File: src/rtl/trafficlight_pkg.sv
// Shared phase encodings and lamp bit positions for the two-road traffic controller.
package trafficlight_pkg;

    typedef enum logic [2:0] {
        S_AG = 3'b000,
        S_AY = 3'b001,
        S_BG = 3'b010,
        S_BY = 3'b011,
        S_FL = 3'b100
    } phase_t;

    localparam int A_RED = 5;
    localparam int A_YEL = 4;
    localparam int A_GRN = 3;
    localparam int B_RED = 2;
    localparam int B_YEL = 1;
    localparam int B_GRN = 0;

endpackage

File: src/rtl/trafficlight_ctrl_param_if.sv
// Sensor/maintenance inputs and lamp/countdown outputs of the traffic controller.
interface trafficlight_ctrl_param_if #(parameter int TW = 6);
    logic          AS;
    logic          BS;
    logic          FLASH;
    logic [2:0]    state;
    logic [TW-1:0] A_time;
    logic [TW-1:0] B_time;
    logic [5:0]    led;

    modport master (output AS, BS, FLASH, input state, A_time, B_time, led);
    modport slave  (input AS, BS, FLASH, output state, A_time, B_time, led);
endinterface

File: src/rtl/tick_prescaler.sv
// Free-running clock divider producing a one-cycle tick every TICK_DIV clocks.
module tick_prescaler #(
    parameter int TICK_DIV = 1
) (
    input  logic CLK,
    input  logic RSTn,
    input  logic clr,
    output logic tick
);
    localparam int PW = $clog2(TICK_DIV) + 1;
    localparam logic [PW-1:0] LAST_C = PW'(TICK_DIV - 1);

    logic [PW-1:0] pre_r;

    assign tick = (pre_r == LAST_C);

    // Prescaler counter: wraps after the tick cycle, cleared on demand.
    always_ff @(posedge CLK) begin
        if (!RSTn) begin
            pre_r <= '0;
        end else if (clr || tick) begin
            pre_r <= '0;
        end else begin
            pre_r <= pre_r + 1'b1;
        end
    end
endmodule

File: src/rtl/trafficlight_ctrl_param.sv
// Two-road traffic light FSM with gap-out, countdown outputs and flashing maintenance mode.
module trafficlight_ctrl_param
    import trafficlight_pkg::*;
#(
    parameter int TW        = 6,
    parameter int TICK_DIV  = 1,
    parameter int A_GREEN   = 25,
    parameter int B_GREEN   = 15,
    parameter int YELLOW    = 5,
    parameter int MIN_GREEN = 3
) (
    input logic                     CLK,
    input logic                     RSTn,
    trafficlight_ctrl_param_if.slave bus
);
    localparam int MAX_GREEN = (A_GREEN > B_GREEN) ? A_GREEN : B_GREEN;

    if (MAX_GREEN + YELLOW >= (1 << TW)) begin : g_cfg_check
        $error("trafficlight_ctrl_param: green + yellow does not fit in TW bits");
    end

    localparam logic [TW-1:0] A_GREEN_C = TW'(A_GREEN);
    localparam logic [TW-1:0] B_GREEN_C = TW'(B_GREEN);
    localparam logic [TW-1:0] YELLOW_C  = TW'(YELLOW);
    localparam logic [TW-1:0] MIN_GRN_C = TW'(MIN_GREEN);
    localparam logic [TW-1:0] ONE_C     = TW'(1);

    phase_t        state_r, state_n_s;
    logic [TW-1:0] cnt_r, cnt_n_s;
    logic          flash_r, flash_n_s;
    logic          tick_s, clr_s;
    logic          last_s, a_gap_s, b_gap_s;
    logic [TW-1:0] a_time_s, b_time_s;
    logic [5:0]    led_s;

    tick_prescaler #(.TICK_DIV(TICK_DIV)) u_presc (
        .CLK  (CLK),
        .RSTn (RSTn),
        .clr  (clr_s),
        .tick (tick_s)
    );

    // Elapsed green ticks include the current one, hence the +1.
    assign last_s  = (cnt_r == ONE_C);
    assign a_gap_s = ((A_GREEN_C - cnt_r + ONE_C) >= MIN_GRN_C) && !bus.AS && bus.BS;
    assign b_gap_s = ((B_GREEN_C - cnt_r + ONE_C) >= MIN_GRN_C) && !bus.BS && bus.AS;

    // Next-state, countdown reload and flash-phase logic.
    always_comb begin
        state_n_s = state_r;
        cnt_n_s   = cnt_r;
        flash_n_s = flash_r;
        clr_s     = 1'b0;
        if (bus.FLASH) begin
            state_n_s = S_FL;
            cnt_n_s   = '0;
            if (state_r != S_FL) begin
                flash_n_s = 1'b1;
            end else if (tick_s) begin
                flash_n_s = ~flash_r;
            end else begin
                flash_n_s = flash_r;
            end
        end else begin
            case (state_r)
                S_AG: begin
                    if (tick_s && ((last_s && bus.BS) || a_gap_s)) begin
                        state_n_s = S_AY;
                        cnt_n_s   = YELLOW_C;
                    end else if (tick_s) begin
                        cnt_n_s = last_s ? A_GREEN_C : cnt_r - ONE_C;
                    end else begin
                        cnt_n_s = cnt_r;
                    end
                end
                S_AY: begin
                    if (tick_s && last_s) begin
                        state_n_s = S_BG;
                        cnt_n_s   = B_GREEN_C;
                    end else if (tick_s) begin
                        cnt_n_s = cnt_r - ONE_C;
                    end else begin
                        cnt_n_s = cnt_r;
                    end
                end
                S_BG: begin
                    if (tick_s && ((last_s && bus.AS) || b_gap_s)) begin
                        state_n_s = S_BY;
                        cnt_n_s   = YELLOW_C;
                    end else if (tick_s) begin
                        cnt_n_s = last_s ? B_GREEN_C : cnt_r - ONE_C;
                    end else begin
                        cnt_n_s = cnt_r;
                    end
                end
                S_BY: begin
                    if (tick_s && last_s) begin
                        state_n_s = S_AG;
                        cnt_n_s   = A_GREEN_C;
                    end else if (tick_s) begin
                        cnt_n_s = cnt_r - ONE_C;
                    end else begin
                        cnt_n_s = cnt_r;
                    end
                end
                default: begin
                    state_n_s = S_AG;
                    cnt_n_s   = A_GREEN_C;
                    flash_n_s = 1'b0;
                    clr_s     = 1'b1;
                end
            endcase
        end
    end

    // State, countdown and flash-phase registers.
    always_ff @(posedge CLK) begin
        if (!RSTn) begin
            state_r <= S_AG;
            cnt_r   <= A_GREEN_C;
            flash_r <= 1'b0;
        end else begin
            state_r <= state_n_s;
            cnt_r   <= cnt_n_s;
            flash_r <= flash_n_s;
        end
    end

    // Countdown displays and lamp decode from the current phase.
    always_comb begin
        a_time_s = cnt_r;
        b_time_s = cnt_r;
        led_s    = '0;
        case (state_r)
            S_AG: begin
                b_time_s     = cnt_r + YELLOW_C;
                led_s[A_GRN] = 1'b1;
                led_s[B_RED] = 1'b1;
            end
            S_AY: begin
                led_s[A_YEL] = 1'b1;
                led_s[B_RED] = 1'b1;
            end
            S_BG: begin
                a_time_s     = cnt_r + YELLOW_C;
                led_s[A_RED] = 1'b1;
                led_s[B_GRN] = 1'b1;
            end
            S_BY: begin
                led_s[A_RED] = 1'b1;
                led_s[B_YEL] = 1'b1;
            end
            default: begin
                a_time_s     = '0;
                b_time_s     = '0;
                led_s[A_YEL] = flash_r;
                led_s[B_YEL] = flash_r;
            end
        endcase
    end

    assign bus.state  = state_r;
    assign bus.A_time = a_time_s;
    assign bus.B_time = b_time_s;
    assign bus.led    = led_s;
endmodule

File: src/flat_wrapper.sv
// flat-port wrapper written by rule: the top's interface ports become plain ports
module trafficlight_ctrl_param_flat import trafficlight_pkg::*;
#(
    parameter int TW        = 6,
    parameter int TICK_DIV  = 1,
    parameter int A_GREEN   = 25,
    parameter int B_GREEN   = 15,
    parameter int YELLOW    = 5,
    parameter int MIN_GREEN = 3
)
  (CLK, RSTn, bus_AS, bus_BS, bus_FLASH, bus_state, bus_A_time, bus_B_time, bus_led);
  trafficlight_ctrl_param_if #(.TW(TW)) bus_i ();
  input logic CLK;
  input logic RSTn;
  input wire logic [$bits(bus_i.AS)-1:0] bus_AS;
  input wire logic [$bits(bus_i.BS)-1:0] bus_BS;
  input wire logic [$bits(bus_i.FLASH)-1:0] bus_FLASH;
  output wire logic [$bits(bus_i.state)-1:0] bus_state;
  output wire logic [$bits(bus_i.A_time)-1:0] bus_A_time;
  output wire logic [$bits(bus_i.B_time)-1:0] bus_B_time;
  output wire logic [$bits(bus_i.led)-1:0] bus_led;
  assign bus_i.AS = bus_AS;
  assign bus_i.BS = bus_BS;
  assign bus_i.FLASH = bus_FLASH;
  assign bus_state = bus_i.state;
  assign bus_A_time = bus_i.A_time;
  assign bus_B_time = bus_i.B_time;
  assign bus_led = bus_i.led;
  trafficlight_ctrl_param #(.TW(TW), .TICK_DIV(TICK_DIV), .A_GREEN(A_GREEN), .B_GREEN(B_GREEN), .YELLOW(YELLOW), .MIN_GREEN(MIN_GREEN)) u_core (.CLK(CLK), .RSTn(RSTn), .bus(bus_i));
endmodule
File: config.mk
export PLATFORM = sky130hd
export DESIGN_NAME = trafficlight_ctrl_param_flat
export DESIGN_NICKNAME = d
export VERILOG_FILES = /design/src/rtl/trafficlight_pkg.sv /design/src/rtl/trafficlight_ctrl_param_if.sv /design/src/rtl/tick_prescaler.sv /design/src/rtl/trafficlight_ctrl_param.sv /design/src/flat_wrapper.sv
export SDC_FILE = /design/constraint.sdc
export NUM_CORES = 1
export LEC_CHECK = 0
export ABC_AREA = 1
export BUFFER_PORTS_ARGS = -buffer_cell sky130_fd_sc_hd__clkbuf_2
export CAP_MARGIN = 0
export CORE_ASPECT_RATIO = 0.8
export CORE_UTILIZATION = 25
export CTS_CLUSTER_SIZE = 20
export DETAILED_ROUTE_END_ITERATION = 6
export GPL_TIMING_DRIVEN = 0
export PLACE_DENSITY_LB_ADDON = 0.15
export SLEW_MARGIN = 5
export SYNTH_ARGS = -nofsm -noshare
export SYNTH_HDL_FRONTEND = slang
export SYNTH_SLANG_ARGS = --single-unit
File: constraint.sdc
create_clock -name CLK -period 4.2 [get_ports CLK]
set_input_delay 0.63 -clock CLK [delete_from_list [all_inputs] [get_ports CLK]]
set_output_delay 0.63 -clock CLK [all_outputs]
set_load 0.05 [all_outputs]
==> results of run 1 <==
kinds of logic (layout without fill, tap and decap cells):
family	after synthesis	count (layout)	synth area share, %
buffers and inverters	37	66	11.79
adder cells (fa/ha/maj)	3	3	3.132
AO/OA/AOI/OAI	37	37	16.70
XOR/XNOR	2	2	1.462
AND/OR/NAND/NOR	130	130	48.23
flip-flops	11	11	18.37
other	1	1	0.3129
sequential cells by signal, indices dropped and copies added, names as in the netlist:
signal / count
u_core.bus.state: 3
u_core.u_presc.pre_r: 1
u_core.flash_r: 1
u_core.cnt_r: 6
area by class of cell:
class,instances,area share (%)
Multi-Input combinational cell,173,57.97
Sequential cell,11,15.25
Inverter,34,8.839
Timing Repair Buffer,25,8.666
Tap cell,60,5.199
Clock buffer,4,3.120
Buffer,3,0.9532
routing by layer:
metal / wire length, um / up-vias
li1: - / 770
met3: 168 / 2
met2: 1660 / 32
met5: 0 / -
met1: 1986 / 661
met4: 16 / 0
critical path: stages, from the launching register on:
cell and delay [ps]:
dfxtp_1 400, nor2_1 230, nand2_1 240, inv_1 310
nand2_1 80, o21ai_0 80, clkbuf_2 300
through the flow:
| stage | std cells | hold WS (ps) |
|---|---|---|
| global route | 310 | 538.7 |
| finish | 310 | 492.4 |
| global placement | 306 | 488.8 |
| detailed placement | 306 | 490.8 |
| floorplan | 221 | 464.1 |
| CTS | 310 | 497.6 |
how the worst max path moves through the flow:
| stage | start | end | slack, ps | cells after the start |
|---|---|---|---|---|
| final | u_core.bus.state[2]$_SDFFE_PN0P_ | bus_A_time[2] | 1690 | 6 |
| after detailed placement | u_core.bus.state[2]$_SDFFE_PN0P_ | bus_A_time[2] | 1960 | 6 |
| after global placement | u_core.bus.state[2]$_SDFFE_PN0P_ | bus_A_time[2] | 1930 | 6 |
| after floorplan | u_core.bus.state[1]$_SDFFE_PP0P_ | bus_A_time[0] | 610 | 6 |
| after CTS | u_core.bus.state[2]$_SDFFE_PN0P_ | bus_A_time[2] | 1700 | 6 |
| after global routing | u_core.bus.state[2]$_SDFFE_PN0P_ | bus_A_time[2] | 1520 | 6 |
cell usage after synthesis (2+ instances only):
| cell type | instances | area share (%) |
|---|---|---|
| nor2_1 | 21 | 6.6 |
| nand2_1 | 77 | 24 |
| xor2_1 | 2 | 1.5 |
| ha_1 | 3 | 3.1 |
| nand4_1 | 5 | 2.6 |
| buf_2 | 2 | 0.84 |
| nor2_2 | 2 | 1.0 |
| nand3_1 | 15 | 6.3 |
| o21ai_0 | 16 | 6.7 |
| dfxtp_1 | 11 | 18 |
| inv_2 | 5 | 1.6 |
| inv_1 | 29 | 9.1 |
| a21oi_1 | 9 | 3.8 |
| nor2_4 | 2 | 1.9 |
| o21ai_1 | 2 | 0.84 |
| o22ai_1 | 8 | 4.2 |
| nand2_2 | 6 | 3.1 |
power breakdown:
part	total [mW]	internal [mW]	leakage (nW)	switching, mW
Sequential	0.125	0.113	0.0910	0.0123
Clock	0.105	0.0665	0.0228	0.0383
Combinational	0.268	0.0669	0.679	0.201
==> results.toml, run 1 <==
[setup_path]
start_kind = "register"
r2r-start = "u_core.cnt_r[0]$_SDFFE_PN1P_"
timing.critical_path.to_type = "output port"
regToRegSetupSlack_ps = 2090
r2r_cells = 18
setup.worst_path.class = "reg -> out"
arrival_ps = 1880
regToRegEndpoint = "u_core.bus.state[1]$_SDFFE_PP0P_"
worstPathMaxFanout = 8
critPathRequiredTime_ps = 3570

[floorplanning]
dieWidth_um = 79.42
fp.dieH_um = 63.94
initial_standard_cell_utilization_of_the_core_pct = 26.08
core.rowCount = 22
io_pins = 26
core_area_um2 = 4597
die_area_um2 = 5077

[finish]
layout_commonest_cell = "nand2_1"
layout.cells.most_common_list = "77 x nand2_1, 29 x inv_1, 25 x clkbuf_2"
area_growth_syn_to_layout_pct = 20.46
design_area_um2 = 1444
multi_input_comb_area_um2 = 837.1
fillers = 542
layout.nets = 259
seqCellArea_um2 = 220.2
number_of_antenna_diodes = 0
post-route-util_pct = 31.41
final_layout_size_suffix_gt1_share_pct = 18.80

[cts]
cts.path.max_buffers = 2
cts.hold.buffers_added = 0
post-cts-setup-buffer-count = 0
ctsRootBufferMaster = "clkbuf_8"
cts_max_level = 1
numCtsBuffers = 3
cts.repair.resized = 0
tritoncts = "done"
clock_sinks = 11
clock_latency_ps = 230
path_clk_slew_ps = 50

[drt]
detailedRoute.firstIterationViolations = 149
routed_wirelength_um = 3831
drcViolationCount = 0
postRouteAntennaNets = 0
route.detailed.wl_per_inst_um = 12.36
drt_pass1_iterations = 4
vias = 1465
routed_via_density = 4.726

[synthesis]
ys_seq_elements = 11
seq_area_frac_synth_pct = 18.37
ys_async_rst_share_pct = 0
synthesis.nets = 229
syn-cell-area_um2 = 1199
synthCells = 221
synth.distinct_cells = 23
flip_flop_cell_with_the_highest_count_after_synthesis = "dfxtp_1"
yosys_warnings = 0
syn_avg_cell_area_um2 = 5.424
synth_edf_count = 0

[hold_path]
min_from = "u_core.flash_r$_SDFFE_PN0P_"
worst_hold_path.num_cells = 2
worstHoldPathType = "reg -> reg"
min_to = "u_core.flash_r$_SDFFE_PN0P_"

[grt]
grt_pass1_vias = 1278
globalRouteMet2Util_pct = 24.03
grt_first_pass_wirelength_um = 6403
antenna_found_initial = 0
met1_usage_pct = 25.17
grt_usage_pct = 16.18
gr-total-overflow = 0
grtUsageMet3_pct = 1.286
grt_max_degree = 11
top_usage_layer = "met1"

[power_and_ir_drop]
total_power_mw = 0.4975
peak_supply_drop_uv = 176.0
power_density_nw_per_um2 = 344.6
p_leak_nw = 0.7928

[place]
gp_congestion = 0.8413
pre_cts_ws_ps = 1958
detailed_place.area_um2 = 1399
detailed_place_hpwl_um = 3022
numPortBuffers = 25

[sta]
totalNegativeSetupSlack_ps = 0
fmaxAchievable_mhz = 398.1
timing.final.max_slew_violations = 0
timing.final.crit_period_ps = 2512
fin_skew_ps = 1.327
grt_setup_unrepaired = "false"
fin_crit_sh_pct = 59.80
setup_viol = 0
final_critical_path_setup_slack_ps = 1688
finalHoldViolCount = 0

[job]
timing.max_cap.violations = 0

[run_status]
status = "finished, final reports clean"
(Power assumes the default switching activity.)
==> inputs of run 2 (changes only) <==
Settings changed: ABC_AREA 1 to 0.
Clock period 4.2 ns to 2.1 ns, I/O delays scaled along.
==> results.toml, run 2 <==
[synthesis]
synthTopCellsByArea = "dfxtp_1 16%, nor2_1 7.2%, xnor2_1 7.1%, nand2b_1 6.9%, a21oi_1 3.7%"
syn-cell-area_um2 = 1353
synth.distinct_cells = 57
syn_avg_cell_area_um2 = 7.233
seq_area_frac_synth_pct = 16.28
synthesis.nets = 195
synthCells = 187
synthTopCellsByCount = "26 x nor2_1, 15 x nand2b_1, 11 x dfxtp_1, 11 x xnor2_1"
synth_edf_count = 0
synth_most_common_cell = "nor2_1"
ys_async_rst_share_pct = 0
ys_seq_elements = 11
yosys_warnings = 0
flip_flop_cell_with_the_highest_count_after_synthesis = "dfxtp_1"
post-synth-top-area-cell = "dfxtp_1"
synth_top_cell_area_share_pct = 16.28

[setup_path]
r2r_cells = 10
critPathRequiredTime_ps = 2220
start_kind = "register"
worstPathMaxFanout = 10
r2r-start = "u_core.cnt_r[1]$_SDFFE_PP0P_"
arrival_ps = 2130
critical_path.startpoint = "u_core.cnt_r[1]$_SDFFE_PP0P_"
crit_end = "u_core.cnt_r[2]$_SDFFE_PP0P_"
regToRegEndpoint = "u_core.cnt_r[2]$_SDFFE_PP0P_"
regToRegSetupSlack_ps = 90
timing.critical_path.to_type = "register"
setup.worst_path.class = "reg -> reg"

[finish]
final_layout_size_suffix_gt1_share_pct = 36.74
layout.nets = 224
layout_commonest_cell = "clkbuf_2"
number_of_antenna_diodes = 0
regMostFlops = "u_core.cnt_r"
area_growth_syn_to_layout_pct = 30.06
design_area_um2 = 1759
largest_reg_flops = 6
layout.cells.most_common_list = "22 x clkbuf_2, 18 x nor2_1, 13 x nand2b_1"
post-route-util_pct = 34.54

[sta]
timing.final.max_slew_violations = 0
finalHoldViolCount = 0
fmaxAchievable_mhz = 497.7
timing.final.crit_period_ps = 2009
slew_headroom_pct = 62.30
fin_skew_ps = 0.5128
grt_setup_unrepaired = "true"
fin_crit_sh_pct = 95.69
setup_viol = 0
tightestPinTransition_ps = 565.6

[cts]
tritoncts = "done"
numCtsBuffers = 3
clock_sinks = 11
ctsRootBufferMaster = "clkbuf_8"
cts_max_level = 1
clock_latency_ps = 240
cts.path.max_buffers = 2
cts.hold.buffers_added = 0
path_clk_slew_ps = 50

[floorplanning]
die_area_um2 = 5710
dieWidth_um = 84.24
initial_standard_cell_utilization_of_the_core_pct = 26.55
core_area_um2 = 5094
fp.dieH_um = 67.79
io_pins = 26
core.rowCount = 23

[drt]
route.detailed.wl_per_inst_um = 16.22
vias = 1453
drcViolationCount = 6
drt_pass1_iterations = 7
detailedRoute.firstIterationViolations = 121
routed_via_density = 5.245
routed_wirelength_um = 4493
postRouteAntennaNets = 0

[grt]
grt_pass1_vias = 1296
grt_first_pass_wirelength_um = 7217
grtUsageMet3_pct = 3.545
grt_usage_pct = 16.57
antenna_found_initial = 0
top_usage_layer = "met2"
globalRouteMet2Util_pct = 25.20
grt_max_degree = 18
gr-total-overflow = 0
met1_usage_pct = 24.40

[place]
gp_congestion = 0.8882
detailed_place_hpwl_um = 3382
numPortBuffers = 25
detailed_place.area_um2 = 1599

[job]
timing.max_cap.violations = 0

[run_status]
status = "finished, violations left"
violations = "design-rule violations"

[power_and_ir_drop]
power_density_nw_per_um2 = 547.8
peak_supply_drop_uv = 327.3
p_leak_nw = 0.6512

[hold_path]
worstHoldPathType = "in -> reg"
## run 2: cell count changes after synthesis, moves of 5 or more
| cell | change |
|---|---|
| inv_2 | -5 |
| nor3_1 | +9 |
| nand3_1 | -12 |
| clkbuf_1 | +7 |
| nand4_1 | -5 |
| nor2_1 | +5 |
| nand2_2 | -6 |
| nand2b_1 | +15 |
| o22ai_1 | -7 |
| o21ai_0 | -6 |
| inv_1 | -25 |
| nand2_1 | -69 |
| xnor2_1 | +11 |
## run 2: kinds of logic (layout without fill, tap and decap cells)
group,Yosys count,count (layout),synth area share [%]
XOR/XNOR,15,15,9.713
other,1,1,0.2773
adder cells (fa/ha/maj),3,3,2.776
AND/OR/NAND/NOR,85,85,35.52
multiplexers,2,2,1.480
AO/OA/AOI/OAI,52,52,27.66
buffers and inverters,18,46,6.290
flip-flops,11,11,16.28
## run 2: routing by layer
layer,up-vias,part of all wire [%],wire length [um]
met3,0,7.6,340
met4,0,0,0
li1,725,-,-
met1,686,51,2305
met5,-,0,0
met2,42,41,1848
## run 2: worst min path at each step
stage	from	to	depth (start not counted)
2_1_floorplan	RSTn	u_core.cnt_r[4]$_SDFFE_PN1P_	1
3_3_place_gp	u_core.flash_r$_SDFFE_PN0P_	u_core.flash_r$_SDFFE_PN0P_	2
3_5_place_dp	u_core.flash_r$_SDFFE_PN0P_	u_core.flash_r$_SDFFE_PN0P_	2
4_1_cts	bus_FLASH	u_core.cnt_r[5]$_SDFFE_PP0P_	3
5_1_grt	bus_FLASH	u_core.cnt_r[5]$_SDFFE_PP0P_	3
6_report	bus_FLASH	u_core.cnt_r[5]$_SDFFE_PP0P_	3
## run 2: through the flow
step	setup WS [ps]	setup TNS, ps	total power, mW	hold WS [ps]	cells
final	90.59	0	0.9636	375.0	277
after global routing	-20.76	-37.04	1.032	376.1	277
after CTS	2.069	0	0.9377	378.3	276
after detailed placement	-123.9	-352.5	0.7071	613.9	274
after global placement	-153.2	-532.9	0.7088	613.2	274
after floorplan	-1.599	-1.599	0.6046	415.3	187
## run 2: what timing repair did
| item | in CTS | in global routing |
|---|---|---|
| endpoints found under the hold margin | 0 | 0 |
| setup endpoints to repair | 15 | 16 |
| pin swaps | 0 | 1 |
| resized for setup | 15 | 24 |
| setup buffers | 0 | 1 |
## run 2: area by class of cell
type / instances / area, um2
multi-input cells: 158 / 1159
repair buffers: 26 / 142.6
well taps: 62 / 77.57
fillers: 561 / 3334
inverters: 4 / 18.77
flip-flops and latches: 11 / 231.5
clock buffers: 4 / 45.04
plain buffers: 12 / 85.08
## run 2: report_power, final
group	switching (mW)	internal [mW]	total, mW	leakage, nW
Combinational	0.313	0.176	0.489	0.535
Sequential	0.0309	0.224	0.255	0.0931
Clock	0.0855	0.134	0.219	0.0228
## run 2: critical path: stages, from the launching register on
cell,delay [ps]
dfxtp_2,350
buf_6,150
clkinvlp_4,160
ha_4,210
nand2b_4,100
or2_1,120
buf_6,160
o21ai_0,100
o21ai_1,170
nor2_1,80
o31a_1,290
